===== config.mk =====
export PLATFORM = sky130hd
export DESIGN_NAME = uart_tx
export DESIGN_NICKNAME = d
export VERILOG_FILES = /design/src/rtl/uart_tx.sv
export SDC_FILE = /design/constraint.sdc
export NUM_CORES = 1
export LEC_CHECK = 0
export BUFFER_PORTS_ARGS = -buffer_cell sky130_fd_sc_hd__buf_2
export CAP_MARGIN = 20
export CORE_MARGIN = 2
export CORE_UTILIZATION = 60
export DETAILED_ROUTE_END_ITERATION = 8
export GPL_TIMING_DRIVEN = 0
export HOLD_SLACK_MARGIN = 0.05
export PLACE_DENSITY_LB_ADDON = 0.08
export SETUP_SLACK_MARGIN = 0.1
export SYNTH_ARGS = -nofsm -noshare
export SYNTH_HDL_FRONTEND = slang
export SYNTH_SLANG_ARGS = --single-unit

===== constraint.sdc =====
create_clock -name clk -period 3.26 [get_ports clk]
set_input_delay 0.163 -clock clk [delete_from_list [all_inputs] [get_ports clk]]
set_output_delay 0.163 -clock clk [all_outputs]
set_load 0.05 [all_outputs]

===== src/rtl/uart_tx.sv =====
// ============================================================================
// Module      : uart_tx
// Description : Byte-wide UART transmitter. Accepts one byte per valid/ready
//               handshake. Sends a start bit, 8 data bits LSB first, an
//               optional parity bit and 1 or 2 stop bits. Bit timing is
//               CLK_FRE*1e6/BAUD_RATE clocks per bit, which matches the
//               receiver when both are built with the same parameters.
//               Optional feature macro: UART_TX_PARITY_EN adds the parity bit.
// Revision    : 1.0 - initial release
// ============================================================================
`default_nettype none

module uart_tx #(
  parameter int CLK_FRE    = 50,      // clock frequency in MHz
  parameter int BAUD_RATE  = 115200,  // serial baud rate
  parameter int STOP_BITS  = 1,       // 1 or 2; anything else behaves as 1
  parameter int PARITY_ODD = 0        // 0 = even, 1 = odd (parity builds only)
) (
  input  logic       clk,
  input  logic       rst,
  input  logic [7:0] tx_data,
  input  logic       tx_valid,
  output logic       tx_ready,
  output logic       tx_pin
);

  // Clocks per serial bit, integer division as the receiver computes it.
  localparam int          CYCLE      = CLK_FRE * 1000000 / BAUD_RATE;
  localparam logic [15:0] CYCLE_LAST = 16'(CYCLE - 1);

  // Value of the 1-bit stop counter during the final stop bit.
  localparam logic        STOP_LAST  = (STOP_BITS == 2) ? 1'b1 : 1'b0;

`ifdef UART_TX_PARITY_EN
  localparam logic        PARITY_SENSE = (PARITY_ODD != 0) ? 1'b1 : 1'b0;
`else
  // Parity sense has no meaning without the parity bit.
  logic unused_parity_odd;
  assign unused_parity_odd = (PARITY_ODD != 0);
`endif

  typedef enum logic [2:0] {
    ST_IDLE   = 3'd0,
    ST_START  = 3'd1,
    ST_DATA   = 3'd2,
    ST_STOP   = 3'd3
`ifdef UART_TX_PARITY_EN
    ,
    ST_PARITY = 3'd4
`endif
  } state_t;

  state_t      state;
  logic [15:0] cycle_cnt;
  logic [2:0]  bit_cnt;
  logic        stop_cnt;
  logic [7:0]  shift;
  logic        cycle_end;

  // Last clock of the current bit period.
  assign cycle_end = (cycle_cnt == CYCLE_LAST);

  // Ready depends on state only, so there is no input-to-output path.
  assign tx_ready = (state == ST_IDLE);

  // Frame sequencer: bit timer, bit/stop counters and the registered line.
  always_ff @(posedge clk or posedge rst) begin
    if (rst) begin
      state     <= ST_IDLE;
      tx_pin    <= 1'b1;
      cycle_cnt <= 16'd0;
      bit_cnt   <= 3'd0;
      stop_cnt  <= 1'b0;
      shift     <= 8'd0;
    end else begin
      // Bit timer runs only inside a frame and wraps every bit period.
      if (state == ST_IDLE || cycle_end) begin
        cycle_cnt <= 16'd0;
      end else begin
        cycle_cnt <= cycle_cnt + 16'd1;
      end

      case (state)
        ST_IDLE: begin
          tx_pin   <= 1'b1;
          bit_cnt  <= 3'd0;
          stop_cnt <= 1'b0;
          if (tx_valid && tx_ready) begin
            shift  <= tx_data;
            state  <= ST_START;
            tx_pin <= 1'b0;  // start bit begins on the accept edge
          end
        end

        ST_START: begin
          if (cycle_end) begin
            state   <= ST_DATA;
            tx_pin  <= shift[0];
            bit_cnt <= 3'd0;
          end
        end

        ST_DATA: begin
          if (cycle_end) begin
            if (bit_cnt == 3'd7) begin
`ifdef UART_TX_PARITY_EN
              state  <= ST_PARITY;
              tx_pin <= (^shift) ^ PARITY_SENSE;
`else
              state    <= ST_STOP;
              tx_pin   <= 1'b1;
              stop_cnt <= 1'b0;
`endif
            end else begin
              bit_cnt <= bit_cnt + 3'd1;
              tx_pin  <= shift[bit_cnt + 3'd1];
            end
          end
        end

`ifdef UART_TX_PARITY_EN
        ST_PARITY: begin
          if (cycle_end) begin
            state    <= ST_STOP;
            tx_pin   <= 1'b1;
            stop_cnt <= 1'b0;
          end
        end
`endif

        ST_STOP: begin
          tx_pin <= 1'b1;
          if (cycle_end) begin
            if (stop_cnt == STOP_LAST) begin
              state <= ST_IDLE;
            end else begin
              stop_cnt <= stop_cnt + 1'b1;
            end
          end
        end

        default: begin
          state  <= ST_IDLE;
          tx_pin <= 1'b1;
        end
      endcase
    end
  end

endmodule

`default_nettype wire

==> impl_metrics.py <==
metrics = {
    "outcome": {
        "status": "finished clean",
    },
    "clock_tree": {
        "tritoncts_num_sinks": 30,
        "clk-insertion-delay-late_ns": 0.33,
        "clk_pin_slew_worst_paths_ns": 0.10,
        "htreeDepth": 2,
        "numCtsBuffers": 5,
        "post_cts_buffers": 0,
        "root_buffer": "clkbuf_4",
        "cts_tree": "yes",
        "cts_buffer_depth": 2,
    },
    "floorplanning": {
        "die_y_um": 56.2,
        "ios": 13,
        "die_w_um": 56.2,
        "core_area_mm2": 0.00252,
        "rows": 18,
        "start_util": 0.648,
        "dieArea_mm2": 0.00316,
    },
    "synth": {
        "yosysSeqAreaShare": 0.460,
        "ys.flop_type": "dfrtp_1",
        "synthCells": 150,
        "yosys-top-cells-area": "dfrtp_1, ha_1, mux2_2",
        "ys_seq_elements": 30,
        "netlist_area_mm2": 0.00163,
        "synth_top_area_share": 0.444,
        "synth_top_area_cell": "dfrtp_1",
        "synth_cell_types": 41,
        "synthArstFlopShare": 1.00,
        "synth_edf_count": 0,
        "avgSynthCellArea_um2": 10.9,
        "ys_warn_count": 0,
        "syn_nets": 170,
    },
    "critical_path": {
        "cp-start-kind": "flop",
        "critPathKind": "reg2reg",
        "reg2regPathDepth": 4,
        "required_ns": 3.48,
        "crit_path_start": "cycle_cnt[11]",
        "cp.arrival_ns": 2.53,
        "end_kind": "flop",
        "r2r_start": "cycle_cnt[11]",
        "cp_max_fo": 5,
    },
    "timing": {
        "rsz0062_at_grt": "false",
        "clock_skew_ns": 0.00631,
        "drv_slew": 0,
        "final-setup-viol-count": 0,
        "setup-tns-final_ns": 0,
        "relSlewSlack": 0.643,
        "fin_hold_ws_ns": 0.0692,
        "finalHoldViolCount": 0,
        "worstMarginPinSlew_ns": 0.535,
        "finalCritPeriodShare": 0.707,
        "min_period_ns": 2.30,
        "fmax_ghz": 0.434,
    },
    "detailed_routing": {
        "drcViolationCount": 0,
        "drtIter0Drc": 44,
        "wirelength_um": 3090,
        "vias": 1206,
        "first_pass_iters": 4,
        "ant_nets": 0,
        "wl_per_cell_um": 15.1,
        "vias_per_cell": 5.91,
    },
    "placed_design": {
        "place.gp.congestion": 0.901,
        "place_hpwl_um": 2270,
        "port_buffers": 12,
    },
    "cells_and_area": {
        "multi_input_area_um2": 825,
        "synthToLayoutAreaGrowth_pct": 13.4,
        "fin_nets": 193,
        "diodes": 0,
        "final.fill_count": 175,
        "drive_gt1_frac": 0.241,
        "final-seq-area_um2": 752,
    },
    "global_routing": {
        "grt_pass1_wl_um": 5580,
        "grt_max_degree": 20,
        "antenna_found_initial": 0,
        "grt_usage": 0.228,
        "grt_overflow_total": 0,
        "first_global_vias": 1204,
    },
    "power": {
        "power_density_mw_per_mm2": 706,
        "power_leakage_nw": 0.858,
        "ir_worst_vdd_v": 0.000599,
    },
    "hold_path": {
        "hp-start": "tx_data[6]",
        "hold_depth": 2,
        "hp-class": "in2reg",
    },
    "job": {
        "drv_cap": 0,
    },
}
[power by group]
part           internal (mW)  leakage, nW  switching [mW]
clock                  0.104       0.0343           0.131
sequential             0.473        0.389          0.0824
combinational          0.251        0.434           0.268
total                  0.827        0.858           0.481
[registers in the layout, summed over array words and instances (netlist names)]
name	count
cycle_cnt	16
tx_pin	1
state	2
bit_cnt	3
shift	8
[critical path, cell delays in order, from the launching register on]
cell	delay, ns
dfrtp_1	0.45
or4_1	0.52
or4_4	0.58
a221oi_2	0.30
mux2_2	0.36
[area by class of cell]
| type | count | area share |
|---|---|---|
| plain buffers | 4 | 0.0149 |
| clock buffers | 6 | 0.0277 |
| clock inverters | 2 | 0.00675 |
| inverters | 8 | 0.0162 |
| multi-input cells | 108 | 0.445 |
| flip-flops and latches | 30 | 0.406 |
| well taps | 30 | 0.0203 |
| repair buffers | 16 | 0.0635 |
[stage by stage]
stage                     power (mW)  instances  setup WS [ns]  area, µm²   util
after global routing            1.41        204          0.839       1850  0.735
after global placement          1.03        192           1.00       1730  0.687
after CTS                       1.32        202          0.953       1830  0.727
final                           1.31        204          0.956       1850  0.735
after floorplan                0.955        150           1.08       1630      -
after detailed placement        1.08        193          0.967       1760  0.697
[routing by layer]
layer | routed length [µm] | vias up | share of wire | GRT usage
li1 | - | 581 | - | -
met1 | 1440 | 591 | 0.47 | 0.320
met2 | 1470 | 27 | 0.48 | 0.336
met3 | 122 | 7 | 0.040 | 0.0767
met4 | 51 | 0 | 0.017 | 0.0714
met5 | 0 | - | 0 | 0
[worst paths after layout]
| check | slack [ns] | to |
|---|---|---|
| worst max-delay path | 0.96 | state[1] |
| worst min-delay path | 0.07 | shift[6] |
| worst max register to register | 0.96 | state[1] |
| worst min register to register | 0.51 | shift[6] |
| max in group asynchronous | 2.30 | tx_pin |
| min in group asynchronous | 0.41 | cycle_cnt[0] |
[cell usage in the layout, fill, tap and decap left out, drive strengths merged, types with 4 or more instances in the layout]
cell type	instances
nand2	9
nand4	4
inv	8
xor2	7
xnor2	5
ha	9
buf	15
nand3	6
nor2	15
dfrtp	29
clkbuf	8
mux2	9
a21oi	5
[cell families (layout without fill, tap and decap cells)]
logic type                 count (synthesis)  after routing  synth area share
AOI/OAI and AO/OA                         16             16            0.0735
xor gates and xnor gates                  12             12            0.0643
adders and majority gates                  9              9            0.0689
buffers and inverters                     12             36            0.0352
DFF                                       30             30             0.460
muxes                                     13             13             0.102
and+or+nand+nor                           58             58             0.196
[cells in the mapped netlist, drive strengths merged (3+ instances only)]
cell and n:
nand3 6, xor2 7, or3 3, nand2 9, xnor2 5, or4 3, ha 9, nand4 4
mux2 9, nor3 3, a21oi 5, inv 8, nor2 15, dfrtp 29, and3 3
[repair_timing]
item | CTS | global route
hold buffers | 1 | 2
endpoints found under the hold margin | 11 | 2
resized for setup | 0 | 0
Note: power is estimated with default switching activity, not from simulation.
